==> src/rtl/gbe_stream_arbiter_if.sv <==
// Handshake bundle between the requester streams, the arbiter and the GbE TX side.
// The arbiter uses the slave modport; the requester/TX model uses master.
interface gbe_stream_arbiter_if #(
  parameter int N_STREAMS  = 4,
  parameter int DATA_WIDTH = 64
);
  localparam int GW = $clog2(N_STREAMS);

  logic [N_STREAMS*DATA_WIDTH-1:0] din;
  logic [N_STREAMS-1:0]            din_valid;
  logic [N_STREAMS-1:0]            din_ready;
  logic [N_STREAMS-1:0]            stream_en;
  logic [DATA_WIDTH-1:0]           dout;
  logic                            dout_valid;
  logic                            dout_eof;
  logic                            dout_ready;
  logic [GW-1:0]                   grant_id;
  logic                            busy;
  logic                            pkt_done;

  modport master (
    output din, din_valid, stream_en, dout_ready,
    input  din_ready, dout, dout_valid, dout_eof, grant_id, busy, pkt_done
  );

  modport slave (
    input  din, din_valid, stream_en, dout_ready,
    output din_ready, dout, dout_valid, dout_eof, grant_id, busy, pkt_done
  );
endinterface

==> src/rtl/gbe_stream_arbiter.sv <==
// Round-robin packetiser: picks one requester stream, emits a header word, PKT_WORDS
// payload words passed through with zero latency, then GAP_CYCLES idle cycles.
module gbe_stream_arbiter #(
  parameter int          N_STREAMS  = 4,
  parameter int          DATA_WIDTH = 64,
  parameter int          PKT_WORDS  = 128,
  parameter int          GAP_CYCLES = 4,
  parameter logic [31:0] SEQ_INIT   = '0   // reset value of every per-stream sequence number
) (
  input logic            clk,
  input logic            rst,
  gbe_stream_arbiter_if.slave bus
);
  localparam int GW = $clog2(N_STREAMS);
  localparam logic [15:0] LAST_WORD = 16'(PKT_WORDS - 1);
  localparam logic [7:0]  GAP_LAST  = (GAP_CYCLES > 0) ? 8'(GAP_CYCLES - 1) : 8'd0;

  typedef enum logic [1:0] {S_IDLE, S_HEADER, S_PAYLOAD, S_GAP} state_t;

  state_t                state_q, state_d;
  logic [GW-1:0]         grant_q, last_q, pick, cand;
  logic                  any_elig;
  logic [N_STREAMS-1:0]  elig;
  logic [31:0]           seq_q [N_STREAMS];
  logic [15:0]           word_cnt_q;
  logic [7:0]            gap_q;
  logic                  is_last, out_xfer;
  logic [DATA_WIDTH-1:0] header;

  // Round-robin search starting one past the stream that last finished a packet
  always_comb begin
    elig     = bus.din_valid & bus.stream_en;
    pick     = '0;
    cand     = '0;
    any_elig = 1'b0;
    for (int unsigned k = 1; k <= N_STREAMS; k++) begin
      cand = GW'((32'(last_q) + k) % N_STREAMS);
      if (!any_elig && elig[cand]) begin
        pick     = cand;
        any_elig = 1'b1;
      end
    end
  end

  always_comb begin
    header                     = '0;
    header[DATA_WIDTH-1 -: 8]  = 8'(grant_q);
    header[47:32]              = 16'(PKT_WORDS);
    header[31:0]               = seq_q[grant_q];
  end

  assign is_last = (word_cnt_q == LAST_WORD);

  always_comb begin
    state_d        = state_q;
    bus.dout       = '0;
    bus.dout_valid = 1'b0;
    bus.dout_eof   = 1'b0;
    bus.din_ready  = '0;
    bus.pkt_done   = 1'b0;
    out_xfer       = 1'b0;
    unique case (state_q)
      S_IDLE: if (any_elig) state_d = S_HEADER;
      S_HEADER: begin
        bus.dout       = header;
        bus.dout_valid = 1'b1;
        out_xfer       = bus.dout_ready;
        if (bus.dout_ready) state_d = S_PAYLOAD;
      end
      S_PAYLOAD: begin
        bus.dout               = bus.din[32'(grant_q)*DATA_WIDTH +: DATA_WIDTH];
        bus.dout_valid         = bus.din_valid[grant_q];
        bus.dout_eof           = is_last;
        bus.din_ready[grant_q] = bus.dout_ready;
        out_xfer               = bus.din_valid[grant_q] & bus.dout_ready;
        if (out_xfer && is_last) begin
          bus.pkt_done = 1'b1;
          state_d      = (GAP_CYCLES == 0) ? S_IDLE : S_GAP;
        end
      end
      S_GAP: if (gap_q == GAP_LAST) state_d = S_IDLE;
      default: state_d = S_IDLE;
    endcase
  end

  always_ff @(posedge clk) begin
    if (!rst) begin
      state_q    <= S_IDLE;
      grant_q    <= '0;
      last_q     <= GW'(N_STREAMS - 1);
      word_cnt_q <= '0;
      gap_q      <= '0;
      for (int unsigned i = 0; i < N_STREAMS; i++) seq_q[i] <= SEQ_INIT;
    end else begin
      state_q <= state_d;
      unique case (state_q)
        S_IDLE:   if (any_elig) grant_q <= pick;
        S_HEADER: if (out_xfer) word_cnt_q <= '0;
        S_PAYLOAD: begin
          if (out_xfer) begin
            if (is_last) begin
              word_cnt_q     <= '0;
              last_q         <= grant_q;
              seq_q[grant_q] <= seq_q[grant_q] + 32'd1;
              gap_q          <= '0;
            end else begin
              word_cnt_q <= word_cnt_q + 16'd1;
            end
          end
        end
        S_GAP:   gap_q <= gap_q + 8'd1;
        default: ;
      endcase
    end
  end

  assign bus.grant_id = grant_q;
  assign bus.busy     = (state_q != S_IDLE);
endmodule

==> src/flat_wrapper.sv <==
// flat-port wrapper written by rule: the top's interface ports become plain ports
module gbe_stream_arbiter_flat 
#(
  parameter int          N_STREAMS  = 4,
  parameter int          DATA_WIDTH = 64,
  parameter int          PKT_WORDS  = 128,
  parameter int          GAP_CYCLES = 4,
  parameter logic [31:0] SEQ_INIT   = '0                                                     
)
  (clk, rst, bus_din, bus_din_valid, bus_stream_en, bus_dout_ready, bus_din_ready, bus_dout, bus_dout_valid, bus_dout_eof, bus_grant_id, bus_busy, bus_pkt_done);
  gbe_stream_arbiter_if #(.N_STREAMS(N_STREAMS), .DATA_WIDTH(DATA_WIDTH)) bus_i ();
  input logic clk;
  input logic rst;
  input wire logic [$bits(bus_i.din)-1:0] bus_din;
  input wire logic [$bits(bus_i.din_valid)-1:0] bus_din_valid;
  input wire logic [$bits(bus_i.stream_en)-1:0] bus_stream_en;
  input wire logic [$bits(bus_i.dout_ready)-1:0] bus_dout_ready;
  output wire logic [$bits(bus_i.din_ready)-1:0] bus_din_ready;
  output wire logic [$bits(bus_i.dout)-1:0] bus_dout;
  output wire logic [$bits(bus_i.dout_valid)-1:0] bus_dout_valid;
  output wire logic [$bits(bus_i.dout_eof)-1:0] bus_dout_eof;
  output wire logic [$bits(bus_i.grant_id)-1:0] bus_grant_id;
  output wire logic [$bits(bus_i.busy)-1:0] bus_busy;
  output wire logic [$bits(bus_i.pkt_done)-1:0] bus_pkt_done;
  assign bus_i.din = bus_din;
  assign bus_i.din_valid = bus_din_valid;
  assign bus_i.stream_en = bus_stream_en;
  assign bus_i.dout_ready = bus_dout_ready;
  assign bus_din_ready = bus_i.din_ready;
  assign bus_dout = bus_i.dout;
  assign bus_dout_valid = bus_i.dout_valid;
  assign bus_dout_eof = bus_i.dout_eof;
  assign bus_grant_id = bus_i.grant_id;
  assign bus_busy = bus_i.busy;
  assign bus_pkt_done = bus_i.pkt_done;
  gbe_stream_arbiter #(.N_STREAMS(N_STREAMS), .DATA_WIDTH(DATA_WIDTH), .PKT_WORDS(PKT_WORDS), .GAP_CYCLES(GAP_CYCLES), .SEQ_INIT(SEQ_INIT)) u_core (.clk(clk), .rst(rst), .bus(bus_i));
endmodule
==> config.mk <==
export PLATFORM = sky130hd
export DESIGN_NAME = gbe_stream_arbiter_flat
export DESIGN_NICKNAME = d
export VERILOG_FILES = /design/src/rtl/gbe_stream_arbiter_if.sv /design/src/rtl/gbe_stream_arbiter.sv /design/src/flat_wrapper.sv
export SDC_FILE = /design/constraint.sdc
export NUM_CORES = 1
export LEC_CHECK = 0
export ABC_AREA = 0
export BUFFER_PORTS_ARGS = -buffer_cell sky130_fd_sc_hd__buf_2
export CAP_MARGIN = 20
export CELL_PAD_IN_SITES_DETAIL_PLACEMENT = 0
export CELL_PAD_IN_SITES_GLOBAL_PLACEMENT = 1
export CORE_ASPECT_RATIO = 0.5
export CORE_MARGIN = 2
export CORE_UTILIZATION = 39
export DETAILED_ROUTE_END_ITERATION = 10
export PLACE_DENSITY = 0.78
export SETUP_SLACK_MARGIN = 0.15
export SYNTH_ARGS = -nofsm -noshare
export SYNTH_HDL_FRONTEND = slang
export SYNTH_SLANG_ARGS = --single-unit
export TNS_END_PERCENT = 10
==> constraint.sdc <==
create_clock -name clk -period 5.45 [get_ports clk]
set_clock_uncertainty 0.1 [all_clocks]
set_input_delay 0.2725 -clock clk [delete_from_list [all_inputs] [get_ports clk]]
set_output_delay 0.2725 -clock clk [all_outputs]
set_load 0.005 [all_outputs]
Word level (Yosys, flattened, before mapping):

Memory sizes are Yosys's and may differ from the RTL's. A register that Yosys moved wholly into a read port is not among the register bits.
Cells that the tools add are included.

* input port bits: 267
* RAM bits: 128
* memories: 1
* register bits: 30
* output and inout port bits: 74
* word-level logic and storage cells: 103

* muxes and demuxes: 50
* bitwise logic cells: 3
* $lt $le $gt $ge: 6
* $add $sub $neg: 7
* shift-type cells: 1
* reduce and logical (&&, ||, !) cells: 18
* eq/ne operators: 12

Memory list
* u_core.seq_q: words 4, width 32, rd ports 1, clocked after Yosys merged registers in 1, wr ports 4, RTL line gbe_stream_arbiter.sv:24 `logic [31:0] seq_q [N_STREAMS];`

Operator list (count)
* $shiftx 256x9->64: 1
* $pmux 64 s2: 1
* $mux 16: 3
* $add 32x1->32 const B: 1
* $mux 32: 1
* $pmux 16 s2: 1
* $reduce_or 32->1: 1
* $mux 2: 11
* $mux 1: 20
* $add 16x1->16 const B: 1
* $eq 16x7->1 const B: 1
* $mux 8: 2
* $pmux 8 s2: 1
* $lt 2x3->1 const B: 5
* $ne 2x1->1 const B: 6
* $bmux 1 s2: 5
* $reduce_and 3->1: 3
* $add 8x1->8 const B: 1
* $and 4x4->4: 2
* $eq 8x2->1 const B: 1
* $pmux 2 s4: 1
* $reduce_bool 2->1: 3
* $logic_and 1x1->1: 5
* $add 2x1->2 const B: 2
* other kinds (13): 18

Depth between registers and ports, before layout:

Gate-level depths: netlist of the first run.

* depth in word-level cells: 16
* gate-level depth with buffers: 11
* mapped depth without buffers: 8

Least setup slack after synthesis of the first run:

No wires, ideal clock.

* path kind: reg2reg
* from: register u_core.state_q[0]
* to: memory u_core.seq_q[3][0] (enable)
* buffers on the path: 1
* slack: 1130 ps
* stages on the path, launching flop included: 8
* clock period less this slack: 4320 ps
* required time: 4884 ps
* setup time: 466 ps
* data arrival time: 3754 ps
* cell sequence: dfxtp_1 > inv_1 > ha_1 > and2_1 > clkbuf_1 > a21o_1 > nand4_1 > o21ai_0

RTL lines
* start, declared: RTL line gbe_stream_arbiter.sv:20 `state_t state_q, state_d;`
* start signal, assigned: RTL line gbe_stream_arbiter.sv:95 `state_q <= state_d;`
* end, declared: RTL line gbe_stream_arbiter.sv:24

==> summary.txt, run 1 <==
Clock tree
  • Number of clock sinks: 160
  • Root Buffer: clkbuf_16
  • Total CTS buffers: 17
  • Post-CTS setup buffers: 0
  • Clock Tree Buf Depth: 2
  • Hold_buf cts: 0
  • H-Tree Depth: 4
  • Worst skew pair latency: 0.43 ns
  • Post-CTS resize count: 0
  • CTS tree: built
  • Reg clk slew, reported paths: 0.06 ns

Pwr
  • Sequential share of power: 35.1%
  • Internal power: 2.79 mW
  • Power share of the combinational group: a little over a third
  • Leakage: ~4.9 nW
  • VDD IR-drop max: 0.196 mV
  • Sw Share: around 33%
  • P_sw: 1.40 mW
  • PD cells: about 340 nW/um^2
  • Clock Power Share: 28.8%

Logic synthesis
  • Most common flop cell mapped by yosys: edfxtp_1
  • Mux cell area share after synthesis: between 20% and 30%
  • Ys Warns: 0
  • Simple-gate share of the synthesized area: 16.6%
  • Main combinational cell family by area after synthesis: multiplexers
  • Yosys cell types: between 50 and 60
  • Synth Area in Compound Gates: 6.81%
  • Syn nets: 1081
  • Number of synthesized flops with an enable pin: roughly 130
  • Post-synth ARST share: 0%
  • Area share of fa/ha/maj cells after synthesis: less than 1%
  • Xor/xnor share of the synthesized area: 3.48%
  • Sequential area share after synthesis: 45.9%
  • Post-Syn Instances: 807
  • Syn Area/Cell: 12.1 um^2
  • Flops & latches, synth: 160
  • Synth Cell Area: 9770 um^2

Global route
  • Gr ovfl total: 0
  • Global-route wire length before repair: 47700 um
  • Largest net degree at the start of global routing: 68
  • Vias in the first global route: between 8k and 9k
  • Antenna violations before repair: 1
  • GRT Util Overall: 24.4%

Detailed routing
  • Top Metal Used: met4
  • WL/cell: 22.6 um
  • Vias per inst: 5.50
  • Initial DRC count: 737
  • Routed via count: 8130
  • ANT nets after route: 0
  • Metal3 WL: 2150 um
  • WL met2: around 17000 um
  • # DRC: 0
  • Final Routed Wirelength: 33400 um
  • Metal-1 WL: between 10000 and 15000 um
  • DRT Pass-1 Iters: 4

Worst setup path
  • Reg2reg path depth: 10
  • Crit path max fanout: 35
  • CP arrival: 3.68 ns
  • CP Launch Type: flip-flop
  • CP Class: reg2reg
  • CP required: around 5.4 ns
  • Crit. End Element: flip-flop

Layout
  • Register Area: 4490 um^2
  • Layout Nets: 1400
  • Most frequent cells in the layout: buf_2 (340), nor2_1 (152), edfxtp_1 (128)
  • Multi-input logic area: between 4000 and 5000 um^2
  • Fin area: 12300 um^2
  • Synth-to-layout area growth: 26.3%
  • Fill count: between 2k and 2.5k
  • Share of cells above drive strength 1: a little over two fifths
  • Most common cell after layout, fill and taps aside: buf_2
  • Fin util: 50.8%

Floorplan
  • Die area: 26400 um^2
  • Core ar.: 24300 um^2
  • Initial Util: 40.3%
  • Die Ht: 116 um
  • Num ports: 341
  • Die W: 228 um
  • Std-Cell Rows: 40

Run status
  • Status: finished, final reports clean

Placed design
  • Post-Place Cell Area: 11700 um^2
  • Detailed placer's ending HPWL: between 20000 and 30000 um
  • Port-buffer cells: 340
  • Final GP Congestion: between 0.8 and 0.9

Min path
  • WHS Path Cells: 2
  • Worst hold-check path type: in2reg

STA
  • Setup Viol. Count Final: 0
  • Max-slew violation total from the final report: 0
  • Min cycle time layout: approximately 3.7 ns
  • Slew margin rel.: between 30% and 40%
  • RSZ-0062 raised after global routing: no
  • Setup TNS: 0 ns
  • Max Clock Freq: 269 MHz
  • Period utilization: 68.2%
  • Hold Vio Cnt, Final: 0
  • Actual slew at the worst max-slew pin: roughly 1.0 ns

Run
  • Max Cap Viol: 0
-- sequential cells by signal (all words and copies together), names as in the netlist, named ones only --
name	cells
u_core.seq_q	128
u_core.word_cnt_q	16
u_core.gap_q	8
u_core.bus.grant_id	2
u_core.last_q	2
u_core.state_q	2
-- per-layer routing --
layer | track usage (%) | vias to the layer above
met2 | 40.4 | 297
met4 | 8.55 | 0
met3 | 5.19 | 36
met1 | 32.2 | 4088
li1 | - | 3709
met5 | 0 | -
-- power by group through the flow --
stage / logic, mW / registers [mW] / clock network, mW
after floorplan: 1.09 / 1.43 / 0
after global placement: 1.50 / 1.49 / 0
after detailed placement: 1.51 / 1.50 / 0
after CTS: 1.52 / 1.47 / 1.21
after global routing: 1.63 / 1.49 / 1.27
final: 1.51 / 1.47 / 1.20
-- worst paths after layout --
kind	startpoint	to	slack (ns)
max	u_core.state_q[0]	u_core.seq_q[1][29]	1.74
min	rst	u_core.last_q[1]	0.13
min reg2reg	u_core.word_cnt_q[15]	u_core.word_cnt_q[15]	0.38
max reg2reg	u_core.state_q[0]	u_core.seq_q[1][29]	1.74
-- final cells by class --
class	count	share of cell area, %
Tap cell	336	3.41
Antenna cell	2	0.0406
Inverter	15	0.456
Multi-Input combinational cell	577	40.2
Sequential cell	160	36.4
Clock inverter	14	1.26
Timing Repair Buffer	355	14.7
Clock buffer	18	3.48
-- critical path, stage by stage, from the launching register on --
cell     delay, ns
dfxtp_1       0.38
inv_1         0.08
ha_1          0.34
and2_1        0.14
buf_4         0.38
a21o_1        0.26
nand4_1       0.12
buf_4         0.30
or2_2         0.62
nand2_1       0.16
buf_4         0.44
-- cells by family after synthesis --
family / Yosys count
xor gates and xnor gates: 38
muxes: 102
buffers and inverters: 70
DFF: 160
adders and majority gates: 7
AOI/OAI and AO/OA: 91
and+or+nand+nor: 339
-- metrics by stage --
step                setup WS, ns  power, mW  cells  hold WS (ns)
floorplan                   1.13       2.51    807         0.334
global placement            1.83       2.99   1442         0.360
detailed placement          1.74       3.01   1443         0.363
CTS                         1.74       4.20   1475         0.123
global route                1.53       4.38   1475         0.139
finish                      1.74       4.19   1477         0.129
-- synthesized netlist by cell type (all sizes together), types with 2 or more instances --
| cell | number | share of area (%) |
|---|---|---|
| a22o | 34 | 3.0 |
| nor2 | 152 | 5.8 |
| o211a | 3 | 0.31 |
| o21a | 2 | 0.15 |
| inv | 15 | 0.58 |
| nor3 | 15 | 0.87 |
| a31oi | 2 | 0.13 |
| nor4b | 2 | 0.24 |
| o31ai | 3 | 0.23 |
| a21boi | 6 | 0.46 |
| and3 | 12 | 0.77 |
| mux2i | 5 | 0.51 |
| o211ai | 2 | 0.15 |
| nand3 | 25 | 1.3 |
| or2 | 4 | 0.26 |
| xnor2 | 17 | 1.6 |
| nand2b | 9 | 0.58 |
| dfxtp | 32 | 6.6 |
| clkbuf | 29 | 1.1 |
| o41ai | 3 | 0.27 |
| and2 | 40 | 2.6 |
| ha | 7 | 0.90 |
| and4 | 2 | 0.18 |
| buf | 26 | 1.7 |
| o21ai | 25 | 1.3 |
| nand4 | 15 | 0.96 |
| a21oi | 5 | 0.26 |
| nand2 | 44 | 1.7 |
| mux4 | 97 | 22 |
| edfxtp | 128 | 39 |
| nor4 | 6 | 0.51 |
| xor2 | 21 | 1.9 |
| or3 | 4 | 0.26 |
| nor2b | 5 | 0.32 |
Note: power is estimated with default switching activity, not from simulation.
==> inputs of run 2 (changes only) <==
- clock period: 5.45 -> 3.6 ns (I/O delays scaled with it)
==> run 2 against run 1 <==
Compared with the run above:
- register-to-register slack worse by 1.3 ns
- via count is 2.6% higher
- largest power group unchanged
- cell count is 0.54% higher
- final area is 0.28% higher
- critical path depth is 3 lower
- die area stayed put
- total power is 52% higher
- worst hold slack worse by 0.093 ns
- first-iteration DRC count is 18% higher
- worst setup slack worse by 1.3 ns
- sequential cell count stayed put
==> summary.txt, run 2 (synthesis gave the netlist of run 1 again) <==
Run status
  • Status: finished, final reports clean

Layout
  • Biggest register: u_core.seq_q
  • Most frequent cells in the layout: buf_2 (340), nor2_1 (152), edfxtp_1 (128)
  • Max reg flops: 128 (unchanged)
  • Post-Layout Cell Count: 1485 (+0.54%)
  • Multi-input logic area: 4960 um^2 (-0.10%)
  • Largest registers: u_core.seq_q (128), u_core.word_cnt_q (16), u_core.gap_q (8)
  • Fin area: 12400 um^2 (+0.28%)
  • Synth-to-layout area growth: 26.6%
  • Fill count: 2161 (-2.2%)
  • Share of cells above drive strength 1: 43.8% (+0.20 points)
  • Layout Nets: 1404 (+0.29%)
  • Fin util: 51.0% (+0.14 points)
  • Most common cell after layout, fill and taps aside: buf_2
  • Register Area: 4490 um^2 (unchanged)

Worst setup path
  • CP Launch Type: flip-flop
  • Crit. End Element: flip-flop
  • CP Class: reg2reg
  • Crit path max fanout: 23 (-34%)
  • CP required: 3.66 ns (-1.76 ns)
  • CP arrival: 3.20 ns (-0.48 ns)

Detailed routing
  • # DRC: 0 (unchanged)
  • Vias per inst: 5.62 (+2.0%)
  • Initial DRC count: 866 (+18%)
  • Final Routed Wirelength: 35400 um (+6.2%)
  • Routed via count: 8339 (+2.6%)
  • DRT Pass-1 Iters: 7 (+3)
  • WL/cell: 23.9 um (+5.6%)
  • ANT nets after route: 0 (unchanged)

Clock tree
  • CTS tree: built
  • Clock Tree Buf Depth: 2 (unchanged)
  • Post-CTS resize count: 0 (unchanged)
  • Post-CTS setup buffers: 0 (unchanged)
  • Reg clk slew, reported paths: 0.06 ns (about the same)
  • Total CTS buffers: 17 (unchanged)
  • H-Tree Depth: 4 (unchanged)
  • Number of clock sinks: 160 (unchanged)
  • Root Buffer: clkbuf_16
  • Worst skew pair latency: 0.43 ns (about the same)
  • Hold_buf cts: 0 (unchanged)

Pwr
  • Leakage: 4.94 nW (+0.35%)
  • Clock Power Share: 27.6% (-1.2 points)
  • P_sw: 2.20 mW (+57%)
  • Internal power: 4.17 mW (+50%)
  • PD cells: 514 nW/um^2 (+52%)
  • Sequential share of power: 33.7% (-1.4 points)
  • Tot Pwr: 6.36 mW (+52%)
  • VDD IR-drop max: 0.409 mV (+110%)
  • Sw Share: 34.5% (+1.1 points)
  • Power share of the combinational group: 38.7% (+2.6 points)

Placed design
  • Post-Place Cell Area: 11800 um^2 (+0.36%)
  • Detailed placer's ending HPWL: 26300 um (+5.1%)
  • Port-buffer cells: 340 (unchanged)
  • Inst Count DP: 1446 (+0.21%)
  • Final GP Congestion: 0.906 (+4.9%)
  • Setup WS pre-CTS: 0.549 ns (-1.20 ns)

STA
  • Max-slew violation total from the final report: 0 (unchanged)
  • Setup Viol. Count Final: 0 (unchanged)
  • Max Clock Freq: 319 MHz (+18%)
  • Final Worst Setup Slack: 0.464 ns (-1.27 ns)
  • RSZ-0062 raised after global routing: no
  • Actual slew at the worst max-slew pin: 0.961 ns (-0.0345 ns)
  • Period utilization: 87.1% (+19 points)
  • Slew margin rel.: 35.6% (+2.3 points)
  • Min cycle time layout: 3.14 ns (-0.579 ns)
  • Setup TNS: 0 ns (unchanged)
  • Hold Vio Cnt, Final: 0 (unchanged)
  • Hold Slack: 0.0365 ns (-0.0926 ns)

Floorplan
  • Die area: 26400 um^2 (unchanged)
  • Die Ht: 116 um (unchanged)
  • Core ar.: 24300 um^2 (unchanged)
  • Std-Cell Rows: 40 (unchanged)
  • Num ports: 341 (unchanged)
  • Initial Util: 40.3% (unchanged)
  • Die W: 228 um (unchanged)

Global route
  • Gr ovfl total: 0 (unchanged)
  • Largest net degree at the start of global routing: 63 (-7.4%)
  • Antenna violations before repair: 6 (+5)
  • Vias in the first global route: 8253 (+2.1%)
  • GRT Util Overall: 26.0% (+1.6 points)
  • Global-route wire length before repair: 50700 um (+6.3%)

Run
  • Max Cap Viol: 0 (unchanged)

Min path
  • Worst hold-check path type: in2reg
-- run 2: cell types whose count changed in the layout (fill, tap and decap cells not counted), sizes merged --
cell      before  now
bufinv         2    1
buf          355  359
inv           19   21
clkinvlp       1    2
clkinv         7    5
diode          2    6
-- run 2: path summary, 6_finish.rpt --
path	startpoint	to	slack (ns)	depth (start not counted)
setup / recovery	flip-flop	u_core.seq_q[0][31]	0.46	7
hold / removal	rst	u_core.last_q[0]	0.04	2
setup reg to reg	flip-flop	u_core.seq_q[0][31]	0.46	7
hold reg to reg	u_core.word_cnt_q[15]	u_core.word_cnt_q[15]	0.38	1
-- run 2: power groups by stage --
stage	Clock [mW]	Sequential, mW	Combinational (mW)
floorplan	0	2.16	1.64
global placement	0	2.17	2.43
detailed placement	0	2.18	2.45
CTS	1.77	2.14	2.46
global route	1.85	2.15	2.62
finish	1.76	2.14	2.46
-- run 2: routing by layer --
| layer | share of wire (%) | vias to the layer above | track usage (%) | wire [um] |
|---|---|---|---|---|
| li1 | - | 3732 | - | - |
| met5 | 0.037 | - | 0 | 13 |
| met3 | 8.3 | 48 | 6.91 | 2960 |
| met4 | 2.7 | 2 | 8.73 | 969 |
| met2 | 49 | 403 | 41.7 | 17300 |
| met1 | 40 | 4154 | 34.8 | 14200 |
-- run 2: critical path, cell delays in order (launching register included) --
cell	delay, ns
dfxtp_1	0.38
buf_4	0.39
mux4_2	0.37
nand4_1	0.16
nor3_2	0.80
nand4_1	0.25
xor2_1	0.32
nor2_1	0.08
-- run 2: area by class of cell --
| cell class | instances | share of cell area (%) |
|---|---|---|
| Antenna cell | 6 | 0.121 |
| Clock buffer | 18 | 3.47 |
| Clock inverter | 14 | 1.05 |
| Inverter | 15 | 0.455 |
| Multi-Input combinational cell | 577 | 40.1 |
| Sequential cell | 160 | 36.3 |
| Tap cell | 336 | 3.40 |
| Timing Repair Buffer | 359 | 15.1 |
==> inputs of run 3 (changes only) <==
- MAX_ROUTING_LAYER: unset -> met4
- PLACE_DENSITY: 0.78 -> unset
- PLACE_DENSITY_LB_ADDON: unset -> 0.1
==> run 3 against run 2 <==
Compared with the run above:
- combinational power down 6%
- non-clock buffer count did not move
- via count is 2.2% lower
- highest routed layer is now met4
==> summary.txt, run 3 (synthesis gave the netlist of run 1 again) <==
Worst setup path
  • CP Launch Type: flip-flop
  • CP Class: reg2reg
  • Crit path max-delay family: simple AND/OR/NAND/NOR gates
  • CP arrival: 3.18 ns (-0.02 ns)
  • Critical path's slowest cell: buf_4
  • Crit. End Element: flip-flop
  • CP required: 3.67 ns (about the same)
  • Worst stage delay on the critical path: 0.55 ns (-0.25 ns)
  • Crit path max fanout: 29 (+26%)
  • CP bufs+invs: 1 (unchanged)
  • Worst path cell trace: buf_4 -> mux4_2 -> nand4_1 -> nor4_1 -> nand4_1 -> xor2_1 -> nor2_1
  • Cell mode on critical path: nand4_1

Detailed routing
  • Final Routed Wirelength: 32800 um (-7.6%)
  • Initial DRC count: 676 (-22%)
  • Top Metal Used: met4
  • WL met2: 16700 um (-3.5%)
  • WL/cell: 22.1 um (-7.3%)
  • DRT Pass-1 Iters: 4 (-3)
  • ANT nets after route: 0 (unchanged)
  • Metal-1 WL: 14000 um (-1.7%)
  • Routed via count: 8156 (-2.2%)
  • Vias per inst: 5.51 (-1.9%)
  • Metal3 WL: 1690 um (-43%)
  • # DRC: 0 (unchanged)

Layout
  • Largest registers: u_core.seq_q (128), u_core.word_cnt_q (16), u_core.gap_q (8)
  • Layout Nets: 1404 (unchanged)
  • Multi-input logic area: 4960 um^2 (unchanged)
  • Fin area: 12400 um^2 (+0.61%)
  • Most common cell after layout, fill and taps aside: buf_2
  • Fill count: 2186 (+1.2%)
  • Biggest register: u_core.seq_q
  • Most frequent cells in the layout: buf_2 (340), nor2_1 (152), edfxtp_1 (128)
  • Register Area: 4490 um^2 (unchanged)
  • Max reg flops: 128 (unchanged)
  • Synth-to-layout area growth: 27.4%
  • Share of cells above drive strength 1: 44.0% (+0.17 points)
  • Fin util: 51.3% (+0.31 points)

STA
  • Actual slew at the worst max-slew pin: 1.01 ns (+0.0524 ns)
  • Hold Slack: 0.0291 ns (-0.00742 ns)
  • Period utilization: 86.3% (-0.76 points)
  • Setup Viol. Count Final: 0 (unchanged)
  • RSZ-0062 raised after global routing: no
  • Slew margin rel.: 32.4% (-3.1 points)
  • Setup TNS: 0 ns (unchanged)
  • Max Clock Freq: 322 MHz (+0.88%)
  • Max-slew violation total from the final report: 0 (unchanged)
  • Min cycle time layout: 3.11 ns (-0.0274 ns)
  • Hold Vio Cnt, Final: 0 (unchanged)
  • Final Worst Setup Slack: 0.491 ns (+0.0274 ns)

Placed design
  • Final GP Congestion: 0.874 (-3.6%)
  • Port-buffer cells: 340 (unchanged)
  • Post-Place Cell Area: 11800 um^2 (about the same)
  • Setup WS pre-CTS: 0.486 ns (-0.0631 ns)
  • Detailed placer's ending HPWL: 23300 um (-12%)

Floorplan
  • Die Ht: 116 um (unchanged)
  • Core ar.: 24300 um^2 (unchanged)
  • Die W: 228 um (unchanged)
  • Initial Util: 40.3% (unchanged)
  • Std-Cell Rows: 40 (unchanged)
  • Die area: 26400 um^2 (unchanged)
  • Num ports: 341 (unchanged)

Run
  • Max Cap Viol: 0 (unchanged)

Global route
  • GRT Util Overall: 25.2% (-0.86 points)
  • Antenna violations before repair: 2 (-4)
  • Largest net degree at the start of global routing: 70 (+11%)
  • Global-route wire length before repair: 48100 um (-5.2%)
  • Vias in the first global route: 8359 (+1.3%)
  • Gr ovfl total: 0 (unchanged)

Clock tree
  • Post-CTS resize count: 0 (unchanged)
  • Root Buffer: clkbuf_16
  • Total CTS buffers: 17 (unchanged)
  • H-Tree Depth: 4 (unchanged)
  • Clock Tree Buf Depth: 2 (unchanged)
  • CTS tree: built
  • Post-CTS setup buffers: 0 (unchanged)
  • Number of clock sinks: 160 (unchanged)
  • Worst skew pair latency: 0.43 ns (about the same)
  • Hold_buf cts: 0 (unchanged)
  • Reg clk slew, reported paths: 0.07 ns (about the same)

Pwr
  • PD cells: 522 nW/um^2 (+1.5%)
  • Leakage: 4.98 nW (+0.79%)
  • VDD IR-drop max: 0.320 mV (-22%)

Min path
  • Worst hold-check path type: in2reg

Run status
  • Status: finished, final reports clean
## run 3: cell count changes in the layout (fill, tap and decap cells not counted), sizes merged
| cell | change |
|---|---|
| bufinv | +2 |
| inv | +3 |
| clkbuf | -1 |
| clkinvlp | -1 |
| clkinv | -3 |
| diode | -4 |
## run 3: per-layer routing
layer | track usage (%) | vias up
li1 | - | 3726
met1 | 32.1 | 4142
met2 | 42.5 | 268
met3 | 4.53 | 20
met4 | 5.48 | 0
met5 | - | -
## run 3: through the flow
stage                     cells  total power, mW
after floorplan             807             3.80
after global placement     1446             4.55
after detailed placement   1447             4.56
after CTS                  1479             6.55
after global routing       1481             6.81
final                      1481             6.50
## run 3: power by group
part	internal [mW]	switching, mW	total (mW)	leakage (nW)
Combinational	1.10	1.21	2.31	3.19
Sequential	2.09	0.100	2.19	1.48
Clock	1.13	0.862	2.00	0.313
## run 3: final timing paths
check,from,end,slack [ns],depth (start not counted)
setup / recovery,flip-flop,u_core.seq_q[2][31],0.49,7
hold / removal,rst,u_core.last_q[0],0.03,2
setup reg to reg,flip-flop,u_core.seq_q[2][31],0.49,7
hold reg to reg,u_core.word_cnt_q[15],u_core.word_cnt_q[15],0.38,1
## run 3: layout make-up
cell class	instances	share of cell area, %
inverters	15	0.452
clock inverters	15	1.76
multi-input cells	577	39.8
clock buffers	17	3.42
flip-flops and latches	160	36.1
well taps	336	3.38
repair buffers	359	15.0
diodes	2	0.0402
